$ cat config.mk
export PLATFORM = sky130hd
export DESIGN_NAME = reorder_buffer_flat
export DESIGN_NICKNAME = d
export VERILOG_FILES = /design/src/rtl/reorder_buffer_if.sv /design/src/rtl/reorder_buffer.sv /design/src/flat_wrapper.sv
export SDC_FILE = /design/constraint.sdc
export NUM_CORES = 1
export LEC_CHECK = 0
export CELL_PAD_IN_SITES_DETAIL_PLACEMENT = 0
export CELL_PAD_IN_SITES_GLOBAL_PLACEMENT = 1
export CORE_AREA = 10 10 160 200
export DETAILED_ROUTE_END_ITERATION = 7
export DIE_AREA = 0 0 170 210
export GPL_ROUTABILITY_DRIVEN = 0
export GPL_TIMING_DRIVEN = 0
export HOLD_SLACK_MARGIN = 0.08
export PLACE_DENSITY_LB_ADDON = 0.25
export SLEW_MARGIN = 40
export SYNTH_ARGS = -nofsm -noshare
export SYNTH_HDL_FRONTEND = slang
export SYNTH_SLANG_ARGS = --single-unit
$ cat constraint.sdc
create_clock -name clk -period 6.3 [get_ports clk]
set_input_delay 1.89 -clock clk [delete_from_list [all_inputs] [get_ports clk]]
set_output_delay 1.89 -clock clk [all_outputs]
set_load 0.05 [all_outputs]
$ cat src/rtl/reorder_buffer_if.sv
// Handshake bundle between dispatch/execute/commit and the reorder buffer.
// master = core side driving requests, slave = the buffer itself.
interface reorder_buffer_if #(
    parameter int TAG_W  = 4,
    parameter int PREG_W = 6
);
    logic              alloc_valid;
    logic              alloc_ready;
    logic              alloc_dest;
    logic [PREG_W-1:0] alloc_old_p_reg;
    logic              alloc_halt;
    logic [TAG_W-1:0]  alloc_tag;
    logic              cmpl_valid;
    logic [TAG_W-1:0]  cmpl_tag;
    logic              flush_valid;
    logic [TAG_W-1:0]  flush_tag;
    logic              commit_valid;
    logic              commit_dest;
    logic [PREG_W-1:0] commit_addr;
    logic              halt;
    logic [TAG_W:0]    count;

    modport master (
        output alloc_valid, alloc_dest, alloc_old_p_reg, alloc_halt,
               cmpl_valid, cmpl_tag, flush_valid, flush_tag,
        input  alloc_ready, alloc_tag, commit_valid, commit_dest,
               commit_addr, halt, count
    );

    modport slave (
        input  alloc_valid, alloc_dest, alloc_old_p_reg, alloc_halt,
               cmpl_valid, cmpl_tag, flush_valid, flush_tag,
        output alloc_ready, alloc_tag, commit_valid, commit_dest,
               commit_addr, halt, count
    );
endinterface

$ cat src/rtl/reorder_buffer.sv
// In-order retirement buffer: allocates in program order, retires completed
// head entries one per cycle, and truncates younger entries on a mispredict.
module reorder_buffer #(
    parameter int DEPTH   = 16,
    parameter int NUM_REG = 64,
    parameter int PREG_W  = $clog2(NUM_REG),
    parameter int TAG_W   = $clog2(DEPTH)
) (
    input logic            clk,
    input logic            n_rst,
    reorder_buffer_if.slave rob
);

    localparam logic [TAG_W:0]   FULL    = (TAG_W+1)'(DEPTH);
    localparam logic [TAG_W:0]   CNT_ONE = (TAG_W+1)'(1);
    localparam logic [TAG_W-1:0] TAG_ONE = TAG_W'(1);

    logic [DEPTH-1:0]  valid_q, done_q;
    logic [DEPTH-1:0]  dest_q, halt_e_q;
    logic [PREG_W-1:0] old_p_reg_q [DEPTH];
    logic [TAG_W-1:0]  head_q, tail_q;
    logic [TAG_W:0]    count_q;
    logic              halt_q;

    logic [DEPTH-1:0]  valid_d, done_d, squash;
    logic [TAG_W-1:0]  head_d, tail_d, rel;
    logic [TAG_W:0]    count_d, keep_len, retire_w, alloc_w;
    logic              halt_d, retire, ready, alloc;

    always_comb begin
        retire   = valid_q[head_q] & done_q[head_q] & ~halt_q;
        ready    = (count_q != FULL) & ~halt_q;
        alloc    = rob.alloc_valid & ready & ~rob.flush_valid;
        retire_w = {{TAG_W{1'b0}}, retire};
        alloc_w  = {{TAG_W{1'b0}}, alloc};

        // Entries kept by a flush are head..flush_tag; measuring age from the
        // head keeps this correct when the buffer is full (head == tail).
        keep_len = {1'b0, rob.flush_tag - head_q} + CNT_ONE;
        rel      = '0;
        squash   = '0;
        for (int unsigned i = 0; i < DEPTH; i++) begin
            rel       = TAG_W'(i) - head_q;
            squash[i] = rob.flush_valid & ({1'b0, rel} >= keep_len);
        end

        valid_d = valid_q & ~squash;
        if (retire) valid_d[head_q] = 1'b0;
        if (alloc)  valid_d[tail_q] = 1'b1;

        done_d = done_q;
        if (rob.cmpl_valid & valid_q[rob.cmpl_tag] & ~squash[rob.cmpl_tag])
            done_d[rob.cmpl_tag] = 1'b1;
        if (alloc) done_d[tail_q] = 1'b0;

        head_d = head_q + {{(TAG_W-1){1'b0}}, retire};
        if (rob.flush_valid) begin
            tail_d  = rob.flush_tag + TAG_ONE;
            count_d = keep_len - retire_w;
        end else begin
            tail_d  = tail_q + {{(TAG_W-1){1'b0}}, alloc};
            count_d = count_q + alloc_w - retire_w;
        end

        halt_d = halt_q | (retire & halt_e_q[head_q]);
    end

    always_ff @(posedge clk or negedge n_rst) begin
        if (!n_rst) begin
            valid_q <= '0;
            done_q  <= '0;
            head_q  <= '0;
            tail_q  <= '0;
            count_q <= '0;
            halt_q  <= 1'b0;
        end else begin
            valid_q <= valid_d;
            done_q  <= done_d;
            head_q  <= head_d;
            tail_q  <= tail_d;
            count_q <= count_d;
            halt_q  <= halt_d;
        end
    end

    // Payload is qualified by valid_q, so it needs no reset.
    always_ff @(posedge clk) begin
        if (alloc) begin
            dest_q[tail_q]      <= rob.alloc_dest;
            halt_e_q[tail_q]    <= rob.alloc_halt;
            old_p_reg_q[tail_q] <= rob.alloc_old_p_reg;
        end
    end

    assign rob.alloc_ready  = ready;
    assign rob.alloc_tag    = tail_q;
    assign rob.commit_valid = retire;
    assign rob.commit_dest  = retire & dest_q[head_q];
    assign rob.commit_addr  = retire ? old_p_reg_q[head_q] : '0;
    assign rob.halt         = halt_q;
    assign rob.count        = count_q;

endmodule

$ cat src/flat_wrapper.sv
// flat-port wrapper written by rule: the top's interface ports become plain ports
module reorder_buffer_flat 
#(
    parameter int DEPTH   = 16,
    parameter int NUM_REG = 64,
    parameter int PREG_W  = $clog2(NUM_REG),
    parameter int TAG_W   = $clog2(DEPTH)
)
  (clk, n_rst, rob_alloc_valid, rob_alloc_dest, rob_alloc_old_p_reg, rob_alloc_halt, rob_cmpl_valid, rob_cmpl_tag, rob_flush_valid, rob_flush_tag, rob_alloc_ready, rob_alloc_tag, rob_commit_valid, rob_commit_dest, rob_commit_addr, rob_halt, rob_count);
  reorder_buffer_if #(.TAG_W(TAG_W), .PREG_W(PREG_W)) rob_i ();
  input logic clk;
  input logic n_rst;
  input wire logic [$bits(rob_i.alloc_valid)-1:0] rob_alloc_valid;
  input wire logic [$bits(rob_i.alloc_dest)-1:0] rob_alloc_dest;
  input wire logic [$bits(rob_i.alloc_old_p_reg)-1:0] rob_alloc_old_p_reg;
  input wire logic [$bits(rob_i.alloc_halt)-1:0] rob_alloc_halt;
  input wire logic [$bits(rob_i.cmpl_valid)-1:0] rob_cmpl_valid;
  input wire logic [$bits(rob_i.cmpl_tag)-1:0] rob_cmpl_tag;
  input wire logic [$bits(rob_i.flush_valid)-1:0] rob_flush_valid;
  input wire logic [$bits(rob_i.flush_tag)-1:0] rob_flush_tag;
  output wire logic [$bits(rob_i.alloc_ready)-1:0] rob_alloc_ready;
  output wire logic [$bits(rob_i.alloc_tag)-1:0] rob_alloc_tag;
  output wire logic [$bits(rob_i.commit_valid)-1:0] rob_commit_valid;
  output wire logic [$bits(rob_i.commit_dest)-1:0] rob_commit_dest;
  output wire logic [$bits(rob_i.commit_addr)-1:0] rob_commit_addr;
  output wire logic [$bits(rob_i.halt)-1:0] rob_halt;
  output wire logic [$bits(rob_i.count)-1:0] rob_count;
  assign rob_i.alloc_valid = rob_alloc_valid;
  assign rob_i.alloc_dest = rob_alloc_dest;
  assign rob_i.alloc_old_p_reg = rob_alloc_old_p_reg;
  assign rob_i.alloc_halt = rob_alloc_halt;
  assign rob_i.cmpl_valid = rob_cmpl_valid;
  assign rob_i.cmpl_tag = rob_cmpl_tag;
  assign rob_i.flush_valid = rob_flush_valid;
  assign rob_i.flush_tag = rob_flush_tag;
  assign rob_alloc_ready = rob_i.alloc_ready;
  assign rob_alloc_tag = rob_i.alloc_tag;
  assign rob_commit_valid = rob_i.commit_valid;
  assign rob_commit_dest = rob_i.commit_dest;
  assign rob_commit_addr = rob_i.commit_addr;
  assign rob_halt = rob_i.halt;
  assign rob_count = rob_i.count;
  reorder_buffer #(.DEPTH(DEPTH), .NUM_REG(NUM_REG), .PREG_W(PREG_W), .TAG_W(TAG_W)) u_core (.clk(clk), .n_rst(n_rst), .rob(rob_i));
endmodule
# ---- Word-level counts from Yosys, hierarchy flattened
# Memories as Yosys holds them, arrays and structs flattened.
# Index checks and enable logic that the tools add are counted.
dict set report totals {
  regBits 78
  latch_bits 0
  ram_bits 96
  romBits 0
  input_bits 21
  output_inout_bits 19
  elab_cells 125
  mem_count 1
}
# name depth word_bits read_ports rd_clocked_by_memory_dff wr line
set memory_table {}
lappend memory_table {u_core.old_p_reg_q 16 6 1 0 1 reorder_buffer.sv:20} ;# logic [PREG_W-1:0] old_p_reg_q [DEPTH];
dict set report op_classes {
  addsub 24
  multipliers 0
  div_mod_pow 0
  magnitude_cmp 22
  n_eq_ne 1
  shift 0
  n_mux 29
  bitwise 37
  reduce_logical 3
}
# operator count
set op_table {}
lappend op_table {{$ge A4 B5 Y1} 16}
lappend op_table {{$mux W16} 4}
lappend op_table {{$and A16 B16 Y16} 3}
lappend op_table {{$not A16 Y16} 3}
lappend op_table {{$bwmux W16} 2}
lappend op_table {{$or A16 B16 Y16} 2}
lappend op_table {{$sub A4 B4 Y4 const A} 8}
lappend op_table {{$and A1 B1 Y1} 25}
lappend op_table {{$bmux W1 S4} 6}
lappend op_table {{$sub A3 B4 Y4 const A} 4}
lappend op_table {{$lt A4 B5 Y1 const B} 3}
lappend op_table {{$demux W1 S4} 3}
lappend op_table {{$ge A4 B1 Y1 const B} 3}
lappend op_table {{$mux W1} 11}
lappend op_table {{$sub A5 B1 Y5} 2}
lappend op_table {{$add A4 B1 Y4} 2}
lappend op_table {{$sub A1 B4 Y4 const A} 2}
lappend op_table {{$sub A2 B4 Y4 const A} 2}
lappend op_table {{$mux W6} 1}
lappend op_table {{$add A4 B1 Y5 const B} 1}
lappend op_table {{$add A5 B1 Y5} 1}
lappend op_table {{$mux W5} 1}
lappend op_table {{$ne A5 B5 Y1 const B} 1}
lappend op_table {{$add A4 B1 Y4 const B} 1}
lappend op_table {{other kinds (5)} 9}

# ---- Longest topological paths before layout
# Gate-level depths: netlist of the first run.
dict set report depth {
  depth_word 11
  ltp_mapped 18
  depth_no_buf 16
}

# ---- Worst setup path after synthesis of the first run
# Ideal clock, no wire load.
dict set report synth_path {
  path_type {input to register}
  startpoint {in rob_flush_tag[0]}
  endpoint {reg u_core.done_q[0]}
  setup_ns 0.160
  arrival_ns 4.868
  t_required_ns 6.140
  setup_slack_ns 1.272
  path_stages 16
  path_buffers 1
  path_cell_list {inv_1 > ha_1 > inv_1 > fa_1 > ha_1 > inv_1 > ha_1 > nor2_1 > a31oi_1 > maj3_2 > or4b_1 > a21o_1 > o211a_1 > buf_6 > a41oi_1 > nor2_1}
}
dict set report synth_via {
  elab_chain_len 11
  word_cells_on_any_way 41
  cone_classes {add/sub: 2; order compare: 16; mux: 4; bitwise: 19}
}
# item line
set synth_rtl {}
lappend synth_rtl {{start, declared} flat_wrapper.sv:20} ;# input wire logic [$bits(rob_i.flush_tag)-1:0] rob_flush_tag;
lappend synth_rtl {{$sub A4 B4 Y4 (*)} reorder_buffer.sv:39} ;# keep_len = {1'b0, rob.flush_tag - head_q} + CNT_ONE;
lappend synth_rtl {{$add A4 B1 Y5 (*)} reorder_buffer.sv:39}
lappend synth_rtl {{$ge A4 B5 Y1} reorder_buffer.sv:44} ;# squash[i] = rob.flush_valid & ({1'b0, rel} >= keep_len);
lappend synth_rtl {{$and A1 B1 Y1} reorder_buffer.sv:44}
lappend synth_rtl {{$bmux W1 S4 (*)} reorder_buffer.sv:52} ;# if (rob.cmpl_valid & valid_q[rob.cmpl_tag] & ~squash[rob.cmpl_tag])
lappend synth_rtl {{$mux W1 (not written as such) (*)} reorder_buffer.sv:52}
lappend synth_rtl {{$not A1 Y1 (*)} reorder_buffer.sv:52}
lappend synth_rtl {{$and A1 B1 Y1 (*)} reorder_buffer.sv:52}
lappend synth_rtl {{$mux W16 (*)} reorder_buffer.sv:52}
lappend synth_rtl {{$and A16 B16 Y16 (no source line)} --}
lappend synth_rtl {{$mux W16 (*)} reorder_buffer.sv:54} ;# if (alloc) done_d[tail_q] = 1'b0;
lappend synth_rtl {{net u_core.done_d[0]} reorder_buffer.sv:25} ;# logic [DEPTH-1:0] valid_d, done_d, squash;
lappend synth_rtl {{end signal, assigned} reorder_buffer.sv:78} ;# done_q <= done_d;
lappend synth_rtl {{end, declared} reorder_buffer.sv:18} ;# logic [DEPTH-1:0] valid_q, done_q;
# The timed path passes the listed nets; every way through them passes the cells marked *. The select of a mux whose other input is x is not followed.
# A chain may end at the register's enable or synchronous reset.

# ---- Worst setup path after layout of the first run
dict set report layout_path {
  startpoint {reg u_core.head_q[2]}
  endpoint {out rob_commit_addr[3]}
}
dict set report layout_via {
  elab_chain_len 5
  word_cells_on_any_way 8
  cone_classes {mux: 5; bitwise: 2; memory: 1}
}
# item line
set layout_rtl {}
lappend layout_rtl {{start, declared} reorder_buffer.sv:21} ;# logic [TAG_W-1:0] head_q, tail_q;
lappend layout_rtl {{start signal, assigned} reorder_buffer.sv:72} ;# head_q <= '0;
lappend layout_rtl {{start signal, assigned} reorder_buffer.sv:79} ;# head_q <= head_d;
lappend layout_rtl {{$bmux W1 S4} reorder_buffer.sv:31} ;# retire = valid_q[head_q] & done_q[head_q] & ~halt_q;
lappend layout_rtl {{$mux W1 (not written as such)} reorder_buffer.sv:31}
lappend layout_rtl {{$and A1 B1 Y1 (2 in series)} reorder_buffer.sv:31}
lappend layout_rtl {{$mux W6 (*)} reorder_buffer.sv:99} ;# assign rob.commit_addr = retire ? old_p_reg_q[head_q] : '0;
lappend layout_rtl {{end, declared} flat_wrapper.sv:25} ;# output wire logic [$bits(rob_i.commit_addr)-1:0] rob_commit_addr;
# Mark *: on every way between the ends. The rest lies on a longest branch, timed or not. The select of a mux whose other input is x is not followed.

==> impl_metrics.json, run 1 <==
{
  "overflow": 0,
  "vias_per_cell": 5.29,
  "final_area_um2": 10500,
  "drt-initial-drc-count": 388,
  "ys_ff_latch": 174,
  "finalPower_mw": 4.61,
  "syn_area_um2": 8860,
  "layout_commonest_cell": "edfxtp_1",
  "worst_hold_slack_ns": 0.506,
  "fmax_mhz": 166,
  "r2r_slack_ns": 1.54,
  "r2r_start": "u_core.head_q[1]$_DFF_PN0_",
  "skew_ns": 0.0136,
  "final_cell_mix": "edfxtp_1, mux4_2, dfrtp_1, nand2_1, ha_1",
  "clock_latency_ns": 0.43,
  "pre_cts_ws_ns": 0.0996,
  "grt_use_total": 0.146,
  "muxShareOfSynthArea": 0.123,
  "die-height_um": 210,
  "pin_count": 40,
  "firstDrtPassIters": 4,
  "placed_cell_area_um2": 9820,
  "startpoint": "u_core.head_q[2]$_DFF_PN0_",
  "grt_pass1_wl_um": 38700,
  "synth_top_family_by_area": "multiplexers",
  "yosysSeqAreaShare": 0.564,
  "synth_flop_cell": "edfxtp_1",
  "relSlewSlack": 0.428,
  "slew_viol_final": 0,
  "num_vias": 5684,
  "hpwl_um": 18300,
  "routed.top_layer": "met4",
  "worst-path-max-fanout": 13,
  "clockBufferDepth": 2,
  "cts-root-buf": "clkbuf_16",
  "fin_cells": 1074,
  "areaGrowthSynthToFinish_pct": 18.5,
  "synthXorXnorAreaFrac": 0.0415,
  "drc": 0,
  "synth_compound_area_frac": 0.0932,
  "layout_setup_ws_ns": 0.274,
  "yosysUniqueCellTypes": 65,
  "layout_worst_path_cycle_share": 0.957,
  "endpoint_kind": "output port",
  "hold_class": "register to register",
  "grt_max_degree": 27,
  "path_clk_slew_ns": 0.07,
  "final_nets": 767,
  "min_from": "u_core.done_q[11]$_DFF_PN0_",
  "path_class": "register to output port",
  "synth-async-reset-ratio": 0.264,
  "synthCells": 639,
  "startpoint_type": "register",
  "clock_sinks": 174,
  "rsz0062_at_grt": "no",
  "synthSimpleGateAreaFrac": 0.0859,
  "antenna_cells": 0,
  "fp.dieArea_um2": 35700,
  "syn-num-nets": 700,
  "worstMarginPinSlew_ns": 0.857,
  "wirelength_um": 25600,
  "critPathRequiredTime_ns": 4.41,
  "drive_above_1_share": 0.214,
  "ir_drop_uv": 400,
  "cap_violations": 0,
  "grt_antenna_before_repair": 0,
  "grt_pass1_vias": 6054,
  "die_x_um": 170,
  "core.rowCount": 69,
  "wl_met2_um": 13600,
  "leakage_nw": 3.80,
  "start_util": 0.316,
  "final_core_util": 0.374,
  "hold_viol": 0,
  "drtAntennaViolNets": 0,
  "outcome": "finished clean",
  "h-tree-depth": 4,
  "post_drt_wl_per_cell_um": 23.9,
  "final.fill_count": 2650,
  "setup-tns-final_ns": 0,
  "cts_tree": "yes",
  "dp.cells": 1041,
  "worst-endpoint-arrival_ns": 4.14,
  "ys_warn_count": 0,
  "regArea_um2": 4990,
  "power.density_nw_per_um2": 439,
  "portBuffers": 38,
  "fin_crit_ns": 6.03,
  "wl_met3_um": 954,
  "setup_viol": 0,
  "m1WireLength_um": 10200,
  "cts_hold_buf": 0,
  "synth_edf_count": 128,
  "numCtsBuffers": 17,
  "multiInputGateArea_um2": 3720,
  "yosys.area_share.adder": 0.0674,
  "avgSynthCellArea_um2": 13.9,
  "core-area_um2": 28100
}
==> final timing paths <==
path	end	depth (start not counted)
max reg2reg	u_core.done_q[13]$_DFF_PN0_	15
min	u_core.done_q[11]$_DFF_PN0_	2
min in group asynchronous	u_core.done_q[8]$_DFF_PN0_	1
max in group asynchronous	u_core.rob.halt$_DFF_PN0_	2
max	rob_commit_addr[3]	7
min reg2reg	u_core.done_q[11]$_DFF_PN0_	2
==> what timing repair did <==
item | 4_1_cts | 5_1_grt
setup endpoints to repair | 8 | 7
setup buffers | 0 | 0
gates cloned | 0 | 0
resized for setup | 3 | 3
==> registers in the layout (all words and copies together), names as in the netlist <==
signal and cells:
u_core.halt_e_q 16, u_core.head_q 4, u_core.valid_q 16, u_core.done_q 16, u_core.rob.count 5, u_core.dest_q 16
u_core.rob.halt 1, u_core.old_p_reg_q 96, u_core.rob.alloc_tag 4
==> final cells by class <==
class	count	area share
flip-flops and latches	174	0.476
multi-input cells	409	0.354
repair buffers	48	0.0437
well taps	355	0.0423
clock buffers	17	0.0405
clock inverters	15	0.0198
plain buffers	29	0.0128
inverters	27	0.0106
==> kinds of logic after synthesis <==
logic type	Yosys count
fa+ha+maj	48
simple gates	156
mux	51
compound gates	123
flops	174
xor+xnor	31
buf+inv	56
==> Yosys cell counts, types with 3 or more instances <==
cell type  count  area share
xnor2_1       15       0.015
o31ai_1        6      0.0051
nand2b_1       4      0.0028
inv_1         24       0.010
ha_1          38       0.054
nand3b_1       5      0.0042
nand2_1       43       0.018
o21a_1         5      0.0042
maj3_1         7      0.0079
mux2i_1        3      0.0034
nor3_1         5      0.0028
a21oi_1       22       0.012
a31o_2        11       0.011
edfxtp_1     128        0.43
or2_2          7      0.0049
nor2_1        45       0.019
a31oi_1       10      0.0071
xnor3_1        4       0.010
nand3_1       12      0.0068
and2_1        12      0.0085
buf_2          4      0.0023
a211o_1        3      0.0030
o21ai_0       37       0.021
buf_1          5      0.0021
o22ai_1        3      0.0021
clkbuf_1      19      0.0080
xor2_1         9      0.0089
dfrtp_1       46        0.13
mux4_2        46        0.12
and3_1         8      0.0056
a21o_1         6      0.0051
a41oi_1        3      0.0030
nor2b_1        3      0.0021
==> per-layer routing <==
metal | global-route usage | vias to the layer above
li1 | - | 2582
met1 | 0.170 | 2902
met2 | 0.261 | 157
met3 | 0.0224 | 43
met4 | 0.0624 | 0
met5 | 0 | -
==> power breakdown <==
part / switching (mW) / leakage, nW / total (mW) / internal [mW]
Sequential: 0.107 / 1.76 / 1.45 / 1.34
Combinational: 1.22 / 1.74 / 2.02 / 0.805
Clock: 0.464 / 0.299 / 1.13 / 0.671
==> critical path, stage by stage (launching register included) <==
cell,delay [ns]
dfrtp_1,0.54
buf_2,0.41
clkinvlp_4,0.38
mux4_2,0.53
a211oi_2,0.43
clkbuf_4,0.41
and2_1,0.19
clkdlybuf4s50_1,0.81
No activity file was read; power rests on OpenSTA's default activity.
==> run 2: changes to the inputs <==
--- a/config.mk
+++ b/config.mk
@@ -13,7 +13,8 @@
 export GPL_ROUTABILITY_DRIVEN = 0
 export GPL_TIMING_DRIVEN = 0
 export HOLD_SLACK_MARGIN = 0.08
-export PLACE_DENSITY_LB_ADDON = 0.25
+export PLACE_DENSITY_LB_ADDON = 0.1
+export RECOVER_POWER = 100
 export SLEW_MARGIN = 40
 export SYNTH_ARGS = -nofsm -noshare
 export SYNTH_HDL_FRONTEND = slang
==> run 2 against run 1 <==
Against the previous run:
- the flow now finishes with violations (max-capacitance violations, max-slew violations)
- cell count shrank 0.28%
- register-to-register slack lost 0.20 ns
- count of clock-buffer cells in the layout grew 1
- hold slack lost 0.00071 ns
- first-iteration DRC count shrank 14%
- highest routed layer unchanged
==> impl_metrics.json, run 2 (same netlist as run 1, synthesis figures left out) <==
{
  "holdPathStages": 2,
  "vias_per_cell": 5.22,
  "areaGrowthSynthToFinish_pct": 16.0,
  "clock_sinks": 174,
  "hold_class": "register to register",
  "placed_cell_area_um2": 9840,
  "p_int_mw": 2.70,
  "critPathRequiredTime_ns": 4.41,
  "cpLargestDelayFamily": "buffers and inverters",
  "fin_crit_ns": 6.09,
  "final_area_um2": 10300,
  "dp.cells": 1039,
  "h-tree-depth": 4,
  "core.rowCount": 69,
  "switchingPower_mw": 1.77,
  "post_drt_wl_per_cell_um": 24.9,
  "grt_pass1_vias": 6008,
  "largest_reg_flops": 96,
  "clock_latency_ns": 0.43,
  "violations": "max-capacitance violations, max-slew violations",
  "antenna_cells": 0,
  "cap_violations": 3,
  "final_cell_mix": "edfxtp_1, mux4_2, dfrtp_1, nor2_1, nand2_1",
  "cts_tree": "yes",
  "worstMarginPinSlew_ns": 1.87,
  "hpwl_um": 19200,
  "power_frac_seq": 0.323,
  "regArea_um2": 4990,
  "core-area_um2": 28100,
  "drive_above_1_share": 0.168,
  "numCtsBuffers": 17,
  "worst-endpoint-arrival_ns": 4.20,
  "path_class": "register to output port",
  "firstDrtPassIters": 4,
  "fin_cells": 1071,
  "layout_worst_path_cycle_share": 0.967,
  "crit_cells": 8,
  "relSlewSlack": -0.248,
  "multiInputGateArea_um2": 3620,
  "startpoint_type": "register",
  "outcome": "finished with violations",
  "top_register": "u_core.old_p_reg_q",
  "setup-tns-final_ns": 0,
  "start_util": 0.316,
  "final_core_util": 0.366,
  "cts-root-buf": "clkbuf_16",
  "grt_antenna_before_repair": 0,
  "p_comb_frac": 0.446,
  "slew_viol_final": 54,
  "leakage_nw": 3.71,
  "drt-initial-drc-count": 334,
  "critPathSlowestCell": "dlygate4sd3_1",
  "timing.critical_path.buf_inv": 4,
  "rsz0062_at_grt": "no",
  "die-height_um": 210,
  "overflow": 0,
  "worst-path-max-fanout": 13,
  "ir_drop_uv": 369,
  "skew_ns": 0.0133,
  "die_x_um": 170,
  "layout_commonest_cell": "edfxtp_1",
  "reg2reg_depth": 15,
  "hold_viol": 0,
  "drc": 0,
  "cts_hold_buf": 0,
  "pin_count": 40,
  "worstPathCellList": "clkbuf_2, clkinvlp_4, a31oi_1, mux4_2, a211oi_2, clkbuf_4, and2_1, dlygate4sd3_1",
  "final.fill_count": 2674,
  "fmax_mhz": 164,
  "grt_pass1_wl_um": 40000,
  "clkPwrFrac": 0.232,
  "clockBufferDepth": 2,
  "sw_frac_of_total": 0.395,
  "power.density_nw_per_um2": 435,
  "final_nets": 764,
  "cpPeakStageDelay_ns": 0.87,
  "drtAntennaViolNets": 0,
  "grt_max_degree": 32,
  "path_clk_slew_ns": 0.07,
  "setup_viol": 0,
  "fp.dieArea_um2": 35700,
  "wirelength_um": 26700,
  "num_vias": 5593,
  "endpoint_kind": "output port",
  "portBuffers": 38,
  "grt_use_total": 0.154
}
[run 2: layer usage]
layer	global-route usage	vias to the layer above	wire, um
met5	0	-	0
met4	0.0533	0	674
met3	0.0230	26	855
met2	0.276	119	14000
met1	0.184	2886	11200
li1	-	2562	-
[run 2: layout make-up]
type | instances | area share
repair buffers | 45 | 0.0397
well taps | 355 | 0.0432
clock inverters | 14 | 0.0141
flip-flops and latches | 174 | 0.486
clock buffers | 18 | 0.0418
plain buffers | 29 | 0.0123
inverters | 27 | 0.0106
multi-input cells | 409 | 0.352
[run 2: worst paths after layout]
kind,startpoint,end,slack (ns)
worst max-delay path,u_core.head_q[1]$_DFF_PN0_,rob_commit_addr[5],0.21
max in group asynchronous,n_rst,u_core.rob.halt$_DFF_PN0_,2.47
worst min register to register,u_core.done_q[2]$_DFF_PN0_,u_core.done_q[2]$_DFF_PN0_,0.51
worst max register to register,u_core.head_q[1]$_DFF_PN0_,u_core.done_q[6]$_DFF_PN0_,1.34
worst min-delay path,u_core.done_q[2]$_DFF_PN0_,u_core.done_q[2]$_DFF_PN0_,0.51
min in group asynchronous,n_rst,u_core.valid_q[2]$_DFF_PN0_,1.58
[run 2: power by group through the flow]
stage	Clock (mW)	Combinational, mW	Sequential, mW
after CTS	1.06	2.07	1.44
after detailed placement	0	2.05	1.47
after global placement	0	2.02	1.46
after global routing	1.10	2.20	1.46
final	1.04	1.99	1.44
after floorplan	0	1.35	1.51
[run 2: stage by stage]
stage,worst slack (ns),power (mW),hold slack (ns)
final,0.210,4.47,0.506
after global routing,0.0594,4.76,0.544
after CTS,0.218,4.57,0.507
after detailed placement,0.0655,3.52,0.492
after global placement,-0.336,3.49,0.487
after floorplan,1.27,2.86,0.456
[run 2: timing repair]
| action | in CTS | in global routing |
|---|---|---|
| setup buffers | 0 | 0 |
| resized for setup | 5 | 0 |
| endpoints found under the setup margin | 8 | 0 |
[run 2: worst min-delay path, stage by stage, from the launching register on]
cell and delay, ns:
dfrtp_1 0.35, a31oi_1 0.04, nor2_1 0.07
==> run 3: changes to the inputs <==
--- a/config.mk
+++ b/config.mk
@@ -15,6 +15,7 @@
 export HOLD_SLACK_MARGIN = 0.08
 export PLACE_DENSITY_LB_ADDON = 0.1
 export RECOVER_POWER = 100
+export REMOVE_ABC_BUFFERS = 1
 export SLEW_MARGIN = 40
 export SYNTH_ARGS = -nofsm -noshare
 export SYNTH_HDL_FRONTEND = slang
==> run 3 against run 2 <==
Against the previous run:
- the flow still finishes with violations (max-capacitance violations, max-slew violations)
- first-iteration DRC count decreased by 6.6%
- combinational power decreased by 3%
- power increased by 0.49%
- register-to-register slack improved by 0.32 ns
- count of clock-buffer cells in the layout unchanged
- wire length decreased by 4.2%
- utilization about the same
- design area about the same
- largest cell class unchanged
==> impl_metrics.json, run 3 (same netlist as run 1, synthesis figures left out) <==
{
  "outcome": "finished with violations",
  "violations": "max-capacitance violations, max-slew violations",
  "path_class": "register to output port",
  "drt-initial-drc-count": 312,
  "rsz0062_at_grt": "no",
  "critPathSlowestCell": "clkdlybuf4s50_1",
  "clock_latency_ns": 0.44,
  "slew_viol_final": 68,
  "h-tree-depth": 4,
  "hold_viol": 0,
  "pin_count": 40,
  "core-area_um2": 28100,
  "layout_commonest_cell": "edfxtp_1",
  "cpPeakStageDelay_ns": 0.81,
  "portBuffers": 39,
  "clock_sinks": 174,
  "cpLargestDelayFamily": "buffers and inverters",
  "antenna_cells": 0,
  "grt_max_degree": 35,
  "overflow": 0,
  "post_drt_wl_per_cell_um": 24.4,
  "cts-root-buf": "clkbuf_16",
  "crit_top_cell": "buf_6",
  "grt_antenna_before_repair": 0,
  "worstMarginPinSlew_ns": 2.17,
  "grt_pass1_wl_um": 38500,
  "ctsResizeCount": 0,
  "worst_hold_slack_ns": 0.520,
  "pre_cts_ws_ns": -0.114,
  "min_from": "u_core.done_q[14]$_DFF_PN0_",
  "r2r_slack_ns": 1.66,
  "cts_tree": "yes",
  "setup-tns-final_ns": 0,
  "leakage_nw": 3.70,
  "drc": 0,
  "fmax_mhz": 163,
  "wirelength_um": 25600,
  "timing.critical_path.buf_inv": 4,
  "setup_viol": 0,
  "reg2reg_depth": 12,
  "relSlewSlack": -0.446,
  "layout_setup_ws_ns": 0.153,
  "fin_crit_ns": 6.15,
  "worstPathCellList": "inv_1, a31oi_1, mux4_2, a211oi_4, buf_6, buf_6, and2_0, clkdlybuf4s50_1",
  "firstDrtPassIters": 5,
  "final_nets": 741,
  "final_cell_mix": "edfxtp_1, mux4_2, nor2_1, nand2_1, dfrtp_1",
  "clockBufferDepth": 2,
  "rr_endpoint": "u_core.done_q[13]$_DFF_PN0_",
  "num_vias": 5581,
  "grt_use_total": 0.147,
  "top_register": "u_core.old_p_reg_q",
  "hold_class": "register to register",
  "r2r_start": "u_core.head_q[1]$_DFF_PN0_",
  "holdPathStages": 2,
  "layout_worst_path_cycle_share": 0.976,
  "ir_drop_uv": 343,
  "endpoint_kind": "output port",
  "numCtsBuffers": 17,
  "grt_pass1_vias": 5943,
  "core.rowCount": 69,
  "hpwl_um": 17900,
  "die_x_um": 170,
  "start_util": 0.316,
  "worst-endpoint-arrival_ns": 4.26,
  "holdPathEnd": "u_core.done_q[14]$_DFF_PN0_",
  "largest_reg_flops": 96,
  "die-height_um": 210,
  "path_clk_slew_ns": 0.07,
  "cap_violations": 5,
  "drive_above_1_share": 0.170,
  "cts_hold_buf": 0,
  "critPathRequiredTime_ns": 4.41,
  "skew_ns": 0.0185,
  "cts_setup_buffers": 0,
  "areaGrowthSynthToFinish_pct": 15.9,
  "vias_per_cell": 5.33,
  "worst-path-max-fanout": 13,
  "power.density_nw_per_um2": 438,
  "drtAntennaViolNets": 0,
  "startpoint_type": "register",
  "fp.dieArea_um2": 35700
}
==> run 3: layout make-up <==
class                      instances  area, um^2
inverter                          27         105
multi-input combinational        409        3640
fill                            2663       17800
sequential                       174        5000
clock buffer                      18         429
clock inverter                    14         159
timing repair buffer              51         490
tap                              355         444
==> run 3: layer usage <==
metal | track usage | routed length (um) | part of all wire
met4 | 0.0555 | 707 | 0.028
met3 | 0.0295 | 829 | 0.032
met5 | 0 | 0 | 0
met2 | 0.253 | 13300 | 0.52
met1 | 0.178 | 10800 | 0.42
==> run 3: how the worst max path moves through the flow <==
stage / end / startpoint / cells after the start
6_report: rob_commit_addr[1] / u_core.head_q[1]$_DFF_PN0_ / 8
5_1_grt: rob_commit_addr[1] / u_core.head_q[1]$_DFF_PN0_ / 8
4_1_cts: rob_commit_addr[1] / u_core.head_q[1]$_DFF_PN0_ / 8
3_5_place_dp: u_core.done_q[13]$_DFF_PN0_ / rob_flush_tag[0] / 15
2_1_floorplan: rob_commit_addr[0] / u_core.head_q[2]$_DFF_PN0_ / 4
3_3_place_gp: rob_commit_addr[3] / u_core.head_q[2]$_DFF_PN0_ / 5
==> run 3: worst min-delay path: cells and delay by family (launching register included) <==
family	cells	cell delay, ns
AO/OA/AOI/OAI	1	0.05
flip-flops	1	0.36
AND/OR/NAND/NOR	1	0.07
==> run 3: stage by stage <==
| step | cells | instance area (um^2) | total power [mW] | utilization |
|---|---|---|---|---|
| floorplan | 610 | 8740 | 2.84 | - |
| global placement | 1004 | 9570 | 3.44 | 0.341 |
| detailed placement | 1016 | 9820 | 3.51 | 0.350 |
| CTS | 1048 | 10400 | 4.58 | 0.371 |
| global route | 1048 | 10300 | 4.79 | 0.366 |
| finish | 1048 | 10300 | 4.49 | 0.366 |
==> run 3: power breakdown <==
group	total [mW]	switching (mW)	internal [mW]	leakage [nW]
clock	1.06	0.470	0.593	0.276
combinational	1.93	1.14	0.794	1.67
sequential	1.50	0.152	1.35	1.76
